## src/rtl/sodor_tb_pkg.sv

```systemverilog
// Shared definitions for the Sodor stimulus sequencers: opcodes, modes, LFSR taps
// and the RV32I instruction encoder used to turn LFSR state into a stream word.
package sodor_tb_pkg;

  localparam logic [6:0]  OP_RTYPE  = 7'h33;
  localparam logic [6:0]  OP_ITYPE  = 7'h13;
  localparam logic [6:0]  OP_LOAD   = 7'h03;
  localparam logic [31:0] NOP_INSTR = 32'h0000_0013;
  localparam logic [31:0] LFSR_TAPS = 32'h8020_0003;

  typedef enum logic [1:0] {
    MODE_RTYPE = 2'd0,
    MODE_ITYPE = 2'd1,
    MODE_LOAD  = 2'd2,
    MODE_MIXED = 2'd3
  } mode_e;

  typedef enum logic [1:0] {
    ST_IDLE  = 2'd0,
    ST_RUN   = 2'd1,
    ST_DRAIN = 2'd2,
    ST_DONE  = 2'd3
  } seq_state_e;

  function automatic logic [31:0] lfsr32_next(input logic [31:0] s);
    return s[0] ? ((s >> 1) ^ LFSR_TAPS) : (s >> 1);
  endfunction

  function automatic logic [31:0] encode_instr(input mode_e m, input logic [31:0] s);
    logic [4:0]  rd;
    logic [4:0]  rs1;
    logic [4:0]  rs2;
    logic [2:0]  f3;
    logic        f7b5;
    logic [11:0] imm;
    mode_e       cls;
    logic [31:0] word;
    rd   = s[4:0];
    rs1  = s[9:5];
    rs2  = s[14:10];
    f3   = s[17:15];
    f7b5 = s[18];
    imm  = s[30:19];
    cls  = m;
    if (m == MODE_MIXED) begin
      case (s[31:30])
        2'd2:    cls = MODE_ITYPE;
        2'd3:    cls = MODE_LOAD;
        default: cls = MODE_RTYPE;
      endcase
    end
    case (cls)
      MODE_ITYPE: begin
        // Shift-immediates only allow shamt, plus bit 30 for SRAI.
        if (f3 == 3'd1)      imm = imm & 12'h01F;
        else if (f3 == 3'd5) imm = imm & 12'h41F;
        word = {imm, rs1, f3, rd, OP_ITYPE};
      end
      MODE_LOAD: word = {imm, rs1, f3 & 3'b100, rd, OP_LOAD};
      default:   word = {1'b0, f7b5 && (f3 == 3'd0 || f3 == 3'd5), 5'd0,
                         rs2, rs1, f3, rd, OP_RTYPE};
    endcase
    return word;
  endfunction

endpackage

```

## src/rtl/sodor_lfsr32.sv

```systemverilog
// 32-bit right-shifting Galois LFSR with a load port and a single-cycle step.
module sodor_lfsr32
  import sodor_tb_pkg::*;
(
  input  logic        clk,
  input  logic        load_i,
  input  logic [31:0] seed_i,
  input  logic        step_i,
  output logic [31:0] state_o
);

  logic [31:0] state_q;
  logic [31:0] state_d;

  // A zero seed would lock the register up, so it is replaced by 1.
  always_comb begin
    state_d = state_q;
    if (load_i)      state_d = (seed_i == 32'd0) ? 32'd1 : seed_i;
    else if (step_i) state_d = lfsr32_next(state_q);
  end

  always_ff @(posedge clk) begin
    state_q <= state_d;
  end

  assign state_o = state_q;

endmodule

```

## src/rtl/sodor_instr_sequencer.sv

```systemverilog
// Started, counted, flow-controlled RV32I stimulus stream with a NOP drain tail
// so core and reference model can be compared at a clean boundary.
module sodor_instr_sequencer
  import sodor_tb_pkg::*;
#(
  parameter logic [31:0] SEED         = 32'd180,
  parameter int unsigned NUM_INSTR    = 100,
  parameter int unsigned DRAIN_CYCLES = 5
) (
  input  logic        clk,
  input  logic        reset,
  input  logic        start,
  input  logic [1:0]  mode,
  input  logic        instr_ready,
  output logic        instr_valid,
  output logic [31:0] instr,
  output logic [15:0] issued_count,
  output logic        busy,
  output logic        done
);

  localparam logic [15:0] LAST_INSTR = 16'(NUM_INSTR - 1);
  localparam logic [15:0] LAST_DRAIN = 16'(DRAIN_CYCLES - 1);

  seq_state_e  state_q;
  mode_e       mode_q;
  logic [15:0] cnt_q;
  logic [15:0] drain_q;
  logic        busy_q;
  logic        done_q;
  logic [31:0] lfsr_s;
  logic        accept;

  assign instr_valid = (state_q == ST_RUN) || (state_q == ST_DRAIN);
  assign instr       = (state_q == ST_RUN) ? encode_instr(mode_q, lfsr_s) : NOP_INSTR;
  assign accept      = instr_valid && instr_ready;

  // The generator only moves on an accepted random word, so stalls hold instr.
  sodor_lfsr32 u_lfsr (
    .clk     (clk),
    .load_i  (reset),
    .seed_i  (SEED),
    .step_i  (accept && (state_q == ST_RUN)),
    .state_o (lfsr_s)
  );

  always_ff @(posedge clk) begin
    if (reset) begin
      state_q <= ST_IDLE;
      mode_q  <= MODE_RTYPE;
      cnt_q   <= 16'd0;
      drain_q <= 16'd0;
      busy_q  <= 1'b0;
      done_q  <= 1'b0;
    end else begin
      case (state_q)
        ST_IDLE, ST_DONE: begin
          if (start) begin
            state_q <= ST_RUN;
            mode_q  <= mode_e'(mode);
            cnt_q   <= 16'd0;
            drain_q <= 16'd0;
            busy_q  <= 1'b1;
            done_q  <= 1'b0;
          end
        end
        ST_RUN: begin
          if (accept) begin
            cnt_q <= cnt_q + 16'd1;
            if (cnt_q == LAST_INSTR) begin
              state_q <= ST_DRAIN;
              drain_q <= 16'd0;
            end
          end
        end
        ST_DRAIN: begin
          if (accept) begin
            if (drain_q == LAST_DRAIN) begin
              state_q <= ST_DONE;
              busy_q  <= 1'b0;
              done_q  <= 1'b1;
            end else begin
              drain_q <= drain_q + 16'd1;
            end
          end
        end
        default: state_q <= ST_IDLE;
      endcase
    end
  end

  assign issued_count = cnt_q;
  assign busy         = busy_q;
  assign done         = done_q;

endmodule

```

## config.mk

```make
export PLATFORM = sky130hd
export DESIGN_NAME = sodor_instr_sequencer
export DESIGN_NICKNAME = d
export VERILOG_FILES = /design/src/rtl/sodor_tb_pkg.sv /design/src/rtl/sodor_lfsr32.sv /design/src/rtl/sodor_instr_sequencer.sv
export SDC_FILE = /design/constraint.sdc
export NUM_CORES = 1
export LEC_CHECK = 0
export BUFFER_PORTS_ARGS = -buffer_cell sky130_fd_sc_hd__buf_2
export CAP_MARGIN = 20
export CORE_ASPECT_RATIO = 1.2
export CORE_MARGIN = 2
export CORE_UTILIZATION = 57
export CTS_CLUSTER_SIZE = 14
export DETAILED_ROUTE_END_ITERATION = 8
export PLACE_DENSITY = 0.92
export SYNTH_ARGS = -nofsm -noshare
export SYNTH_HDL_FRONTEND = slang
export SYNTH_HIERARCHICAL = 1
export SYNTH_SLANG_ARGS = --single-unit
```

## constraint.sdc

```tcl
create_clock -name clk -period 2.9 [get_ports clk]
set_input_delay 0.145 -clock clk [delete_from_list [all_inputs] [get_ports clk]]
set_output_delay 0.145 -clock clk [all_outputs]
set_load 0.1 [all_outputs]
```

## After elaboration in Yosys (flattened, before gate mapping)

Index checks and enable logic that the tools add are counted.

- Bitwise gates (word level): 1
- Mux-type cells: 29
- Equal/unequal tests: 18
- Reduce and logical (&&, ||, !) cells: 15
- Add/sub/neg operators: 2

Operators with widths:

| cell | count |
|---|---|
| 16-bit two-way mux | 6 |
| 32-bit two-way mux | 2 |
| 32-bit one-hot mux with 2 select lines | 1 |
| 16-bit one-hot mux with 3 select lines | 1 |
| 16-bit by 1-bit adder with 16-bit output, second input constant | 2 |
| 16-bit one-hot mux with 2 select lines | 1 |
| 12-bit two-way mux | 2 |
| 16-bit by 3-bit equality test with 1-bit output, second input constant | 1 |
| 16-bit by 7-bit equality test with 1-bit output, second input constant | 1 |
| 2-bit equality test, second input constant | 6 |
| 2-bit two-way mux | 6 |
| 5-bit AND reduction | 2 |
| 2-bit != test, second input constant | 4 |
| 1-bit two-way mux | 6 |
| 2-bit one-hot mux with 3 select lines | 1 |
| 2-bit by 1-bit equality test with 1-bit output, second input constant | 2 |
| 2-bit by 1-bit != test with 1-bit output, second input constant | 2 |
| 3-bit inverter with 4-bit output | 1 |
| 1-bit one-hot mux with 2 select lines | 2 |
| 2-bit one-hot mux with 2 select lines | 1 |
| 4-bit AND reduction | 1 |
| 2-bit nonzero test | 2 |
| 3-bit by 1-bit equality test with 1-bit output, second input constant | 1 |
| 3-bit equality test, second input constant | 1 |
| 7 further kinds | 10 |

- Word-level logic and storage cells: 72
- Output and inout bits: 51
- Flip-flop bits (word level): 70

## Logic depth before layout (Yosys ltp)

Gate-level depths: netlist (run 1).

- Depth after elaboration: 6
- Gate-level depth with buffers: 9
- Gate-level depth less buffers: 9

## Hierarchy

Netlist (run 1), hierarchy kept.

Modules (own cells, without submodules):

| module | times used | seq. area each (sq um) | area an instance (sq um) | cells each |
|---|---|---|---|---|
| sodor_instr_sequencer | 1 | 760.7 | 2463.6 | 321 |
| sodor_lfsr32 | 1 | 960.9 | 1485.2 | 86 |

## Worst setup path after synthesis (run 1)

OpenSTA, ideal clock, no wires.

- Kind: register to register
- Start point: reg cnt_q[0], in the netlist issued_count[0]
- End point: reg drain_q[10]
- Slack: 0.024 ns
- Arrival: 2.802 ns
- Cell stages (with the launch flop): 8
- Path buffers: 1
- Period minus slack after synthesis: 2.876 ns
- Cells stage by stage: dfxtp_1 -> ha_1 -> and4bb_2 -> a41oi_2 -> or2_1 -> buf_6 -> or4b_1 -> a31oi_1

- Cells in the longest elaborated chain, start to end: 3

Ends and longest elaborated chain:

| item | line | source |
|---|---|---|
| start, declared | sodor_instr_sequencer.sv:27 | `logic [15:0] cnt_q;` |
| start signal, assigned | sodor_instr_sequencer.sv:69 | `cnt_q <= cnt_q + 16'd1;` |
| 16-bit by 7-bit equality test with 1-bit output | sodor_instr_sequencer.sv:70 | `if (cnt_q == LAST_INSTR) begin` |
| 2-bit by 1-bit != test with 1-bit output (no line) | - |  |
| 5-bit AND reduction (no line) | - |  |
| end signal, assigned | sodor_instr_sequencer.sv:83 | `drain_q <= drain_q + 16'd1;` |
| end, declared | sodor_instr_sequencer.sv:28 | `logic [15:0] drain_q;` |

Every way passes these cells.
A chain may end at the register's enable or synchronous reset.

## Worst setup path after layout (run 1)

- Start point: reg u_lfsr.state_q[30], in the netlist u_lfsr/state_o[30]
- End point: out instr[31]

- Cells in the longest elaborated chain, start to end: 6
- Elaborated cells between the ends (all ways): 10
- Those cells by class: 4 x eq/ne; 6 x mux

Ends and longest elaborated chain:

| item | line | source |
|---|---|---|
| start, declared | sodor_lfsr32.sv:12 | `logic [31:0] state_q;` |
| start signal, assigned | sodor_lfsr32.sv:23 | `state_q <= state_d;` |
| 2-bit equality test | sodor_tb_pkg.sv:46 | `case (s[31:30])` |
| 2-bit one-hot mux with 2 select lines | sodor_tb_pkg.sv:46 |  |
| 2-bit two-way mux | sodor_tb_pkg.sv:45 | `if (m == MODE_MIXED) begin` |
| 2-bit equality test or 2-bit by 1-bit equality test with 1-bit output (tied branches) | - |  |
| 32-bit one-hot mux with 2 select lines * | sodor_tb_pkg.sv:52 | `case (cls)` |
| 32-bit two-way mux * | sodor_instr_sequencer.sv:35 | `assign instr = (state_q == ST_RUN) ? encode_instr(mode_q, lfsr_s) : NOP_INSTR;` |
| end, declared | sodor_instr_sequencer.sv:16 | `output logic [31:0] instr,` |

Every way passes the cells marked *; elsewhere a longest branch is shown, timed or not.

==> results of run 1 <==
-- per-stage QoR --
stage	power (mW)	worst slack, ns
2_1_floorplan	2.668	0.02399
3_3_place_gp	2.887	0.3983
3_5_place_dp	2.938	0.2613
4_1_cts	3.716	0.03151
5_1_grt	3.898	0.02027
6_report	3.734	0.1889
-- worst max-delay path: cells and delay by family, from the launching register on --
kind	cells	cell delay (ns)
adders and majority gates	1	0.46
and+or+nand+nor	5	0.89
buffers and inverters	1	0.42
DFF	1	0.45
-- path summary, 6_finish.rpt --
check / to / cells past startpoint / slack [ns]
max: instr[31] / 7 / 0.19
min: mode_q[1]$_SDFFE_PP0P_ / 3 / 0.07
max reg2reg: drain_q[10]$_SDFFE_PP0P_ / 7 / 0.23
min reg2reg: done$_SDFFE_PP0P_ / 2 / 0.46
-- routing by layer --
layer / part of all wire / up-vias
met5: 0 / -
met4: 0.023 / 0
met3: 0.041 / 18
met2: 0.52 / 93
met1: 0.42 / 1586
li1: - / 1643
-- flip-flops by register name, summed over array words and instances, names as in the netlist --
name	count
u_lfsr/state_o	32
drain_q	16
issued_count	16
mode_q	2
state_q	2
busy	1
done	1
-- layout make-up --
class / instances / share of cell area
sequential: 70 / 0.3678
clock inverter: 7 / 0.01577
tap: 87 / 0.02326
clock buffer: 9 / 0.02646
inverter: 19 / 0.01524
multi-input combinational: 364 / 0.4873
timing repair buffer: 57 / 0.06415
-- power breakdown --
group,internal (mW),switching [mW]
logic,0.354,1.39
clock network,0.398,0.387
registers,1.14,0.0651
-- cell families (layout without fill, tap and decap cells) --
| logic type | after synthesis | after routing | synth area share |
|---|---|---|---|
| XOR/XNOR | 13 | 13 | 0.02883 |
| AND/OR/NAND/NOR | 179 | 179 | 0.2674 |
| buffers and inverters | 40 | 92 | 0.05133 |
| other | 2 | 69 | 0.001902 |
| flip-flops | 70 | 70 | 0.4360 |
| adder cells (fa/ha/maj) | 9 | 9 | 0.02852 |
| multiplexers | 29 | 29 | 0.08270 |
| AO/OA/AOI/OAI | 65 | 65 | 0.1033 |
-- cell usage in the layout, fill, tap and decap left out, types with 4 or more instances in the layout --
master | netlist | layout
dfxtp_1 | 38 | 38
o21ai_0 | 16 | 16
nor3b_1 | 6 | 6
nand3_1 | 18 | 18
xor2_1 | 4 | 4
nand3b_1 | 5 | 5
a21oi_1 | 24 | 24
nor4_2 | 5 | 5
a31oi_1 | 5 | 5
conb_1 | 2 | 69
nor2_1 | 30 | 30
nor3_1 | 5 | 4
nand2_1 | 31 | 31
or4b_1 | 5 | 5
nor4_1 | 6 | 6
inv_1 | 19 | 19
buf_2 | 0 | 51
clkbuf_8 | 0 | 9
xnor2_1 | 9 | 9
a211oi_1 | 6 | 6
buf_4 | 6 | 6
nor4b_1 | 6 | 6
nand4_1 | 9 | 9
mux2_2 | 29 | 29
nor2b_1 | 7 | 7
and4_1 | 6 | 6
or3_1 | 7 | 7
edfxtp_1 | 32 | 32
and2_1 | 22 | 22
ha_1 | 9 | 9
==> results.toml, run 1 <==
[status]
status = "completed"

[grt]
grt_max_degree = 33
antenna_found_initial = 0
use_met3 = 0.02936
grt_first_pass_wirelength_um = 14040
use_met1 = 0.2824
grt.overflow.total = 0
busiest_layer = "met2"
grtUsageTotal = 0.2339
grt_use_met2 = 0.4083
grt_pass1_vias = 3120

[floorplanning]
initial_utilization = 0.5831
core_um2 = 6771
die_w_um = 79.98
dieArea_um2 = 7612
die_h_um = 95.18
num_io_pins = 57
core.rowCount = 33

[synthesis]
yosysUniqueCellTypes = 51
synth.avg_cell_area_um2 = 9.702
ys_top_cells_by_area = "edfxtp_1 (24%), dfxtp_1 (19%), mux2_2 (8.3%), and2_1 (3.5%), a21oi_1 (3.0%)"
syn_inst = 407
synth.largest_area_cell = "edfxtp_1"
synth_top_flop_cell = "dfxtp_1"
synth_seq_area_share = 0.4360
netlist_top_cells_count = "dfxtp_1 (38), edfxtp_1 (32), nand2_1 (31)"
syn_area_um2 = 3949
yosysWarnings = 6
synth_edf_count = 32
async_reset_ff_frac = 0
synth_seq_cells = 70
synth_top_area_frac = 0.2433
yosysMostFrequentCell = "dfxtp_1"

[setup_path]
worstSetupPathType = "reg2out"
cp-end-kind = "output port"
crit_slowest_cell = "ha_1"
crit_required_ns = 2.76
startpoint_type = "flip-flop"
worstPathCellList = "nand2_1, nand2_1, and2_1, ha_1, nor3_2, and2_1, buf_2"
critPathLaunch = "u_lfsr/state_o[30]$_DFFE_PP_"
worstReg2RegStart = "state_q[0]$_SDFFE_PP0P_"
slowest_delay_ns = 0.46
critical_path_arrival_ns = 2.57
path_max_fanout = 15

[placement]
place.gp.congestion = 0.9168
dp_cells = 597
io_buffers = 51
placed_area_um2 = 4478
hpwl_um = 6084

[cells_and_area]
syn_to_final_growth_pct = 18.54
nFillCells = 502
multi_input_comb_area_um2 = 2281
diodes = 0
layout-drive-gt1-share = 0.2110
finish.instance_area_um2 = 4681
ff_latch_area_um2 = 1722
postLayoutCoreUtil = 0.6912
nets = 536
instances_no_fill = 613

[detailed_routing]
firstDrtPassIters = 6
drt_wl_total_um = 8709
post-route-drc-count = 0
postRouteAntennaNets = 0
vias_per_cell = 5.449
drtIter0Drc = 182
vias = 3340
post_drt_wl_per_cell_um = 14.21

[clock_tree]
clockBufferDepth = 2
cts_sinks = 70
insertion_delay_ns = 0.35
cts_tree = "done"
hold_buffers = 0
cts_setup_buffers = 0
numCtsBuffers = 9
path_clk_slew_ns = 0.08
htreeDepth = 3
cts_resized = 0
cts-root-buf = "clkbuf_8"

[power]
p_per_area_nw_per_um2 = 797.7
leakagePower_nw = 1.857
vdd_drop_max_uv = 774.6

[timing]
worst_hold_slack_ns = 0.07180
fin_crit_ns = 2.711
slew_headroom = 0.6197
hold_viol_final = 0
final.period_utilization = 0.9349
fin_tns_setup_ns = 0
fmax_mhz = 368.8
finalClockSkew_ns = 0.01108
rsz0062_at_grt = "false"
finalSetupViolCount = 0
drv_slew = 0
worst_pin_slew_ns = 0.5705

[worst_hold_path]
hp-start = "mode[1]"
hp-class = "in2reg"

[flow_run]
max-cap-violations = 0
No activity file was read; power rests on OpenSTA's default activity.
==> run 2, diff against run 1 <==
- PLACE_DENSITY: 0.92 -> 0.8
==> results.toml, run 2 (synthesis results as in run 1) <==
[power]
leakagePower_nw = 1.866
vdd_drop_max_uv = 952.8
p_per_area_nw_per_um2 = 802.0
finalPower_mw = 3.790

[floorplanning]
initial_utilization = 0.5831
die_w_um = 79.98
dieArea_um2 = 7612
die_h_um = 95.18
core_um2 = 6771
num_io_pins = 57
core.rowCount = 33

[placement]
dp_worst_setup_slack_ns = 0.2867
io_buffers = 51
place.gp.congestion = 0.9055
placed_area_um2 = 4491
dp_cells = 597
hpwl_um = 5853

[cells_and_area]
layout-drive-gt1-share = 0.2110
nets = 536
postLayoutCoreUtil = 0.6979
finish.instance_area_um2 = 4726
instances_no_fill = 613
largest_reg_flops = 32
final_common_cell = "conb_1"
most-common-layout-cells = "conb_1 (69), buf_2 (45), dfxtp_1 (38)"
diodes = 0
syn_to_final_growth_pct = 19.68

[setup_path]
startpoint_type = "flip-flop"
worstSetupPathType = "reg2out"
cp-end-kind = "output port"
path_buf_inv = 1
crit_top_cell = "nand2_1"
crit_slowest_cell = "ha_1"
slowest_delay_ns = 0.56
path_max_fanout = 15
critical_path_arrival_ns = 2.52
crit_required_ns = 2.76
crit_family = "adder cells"
worstPathCellList = "nand2_1, nand2_1, and2_1, ha_1, nand3_1, o32a_1, nor2_1, buf_2"

[timing]
rsz0062_at_grt = "false"
worst_pin_slew_ns = 0.7843
finalSetupViolCount = 0
drv_slew = 0
fmax_mhz = 374.9
slew_headroom = 0.4771
final.period_utilization = 0.9197
fin_tns_setup_ns = 0
finalClockSkew_ns = 0.01203
worst_hold_slack_ns = 0.06916
setup_ws_ns = 0.2328
hold_viol_final = 0
fin_crit_ns = 2.667

[grt]
grtUsageTotal = 0.2291
grt_first_pass_wirelength_um = 13660
grt_pass1_vias = 2968
grt_max_degree = 39
grt.overflow.total = 0
antenna_found_initial = 0

[clock_tree]
cts-root-buf = "clkbuf_8"
numCtsBuffers = 9
cts_resized = 0
insertion_delay_ns = 0.35
path_clk_slew_ns = 0.07
htreeDepth = 3
cts_sinks = 70
cts_tree = "done"
hold_buffers = 0
clockBufferDepth = 2
cts_setup_buffers = 0

[status]
status = "completed"

[worst_hold_path]
hp-class = "in2reg"

[flow_run]
max-cap-violations = 0

[detailed_routing]
drtIter0Drc = 162
vias_per_cell = 5.369
drt_wl_total_um = 8366
vias = 3291
postRouteAntennaNets = 0
firstDrtPassIters = 6
post-route-drc-count = 0
post_drt_wl_per_cell_um = 13.65
[run 2: cell count changes in the layout (fill, tap and decap cells not counted)]
cell,change
buf_2,-6
clkinv_2,+1
clkinv_4,-1
buf_12,+1
clkinv_1,-1
clkbuf_4,+6
inv_6,-1
buf_4,-1
bufinv_16,+1
clkbuf_1,+1
[run 2: final timing paths]
check / endpoint / cells past startpoint / slack [ns] / from
worst min register to register: done$_SDFFE_PP0P_ / 2 / 0.50 / done$_SDFFE_PP0P_
worst max register to register: drain_q[10]$_SDFFE_PP0P_ / 7 / 0.29 / state_q[0]$_SDFFE_PP0P_
worst min-delay path: mode_q[0]$_SDFFE_PP0P_ / 3 / 0.07 / mode[0]
worst max-delay path: instr[30] / 8 / 0.23 / u_lfsr/state_o[31]$_DFFE_PP_
[run 2: area by class of cell]
class | instances | area (um^2)
fill | 548 | 2046
inverter | 19 | 71.32
clock inverter | 6 | 87.58
multi-input combinational | 364 | 2281
tap | 87 | 108.9
timing repair buffer | 57 | 327.8
sequential | 70 | 1722
clock buffer | 10 | 127.6
[run 2: power by group]
part / switching (mW) / total, mW / internal, mW
sequential: 0.0661 / 1.21 / 1.14
clock: 0.382 / 0.864 / 0.483
combinational: 1.36 / 1.72 / 0.359
total: 1.80 / 3.79 / 1.99
[run 2: worst min-delay path, cell delays in order]
cell	delay, ns
buf_2	0.10
nand3_1	0.06
a21oi_1	0.06
[run 2: per-layer routing]
layer	track usage	up-vias	part of all wire
met5	0	-	0
met4	0.09322	0	0.017
met3	0.04356	13	0.045
met2	0.3917	79	0.50
met1	0.2837	1547	0.43
li1	-	1652	-
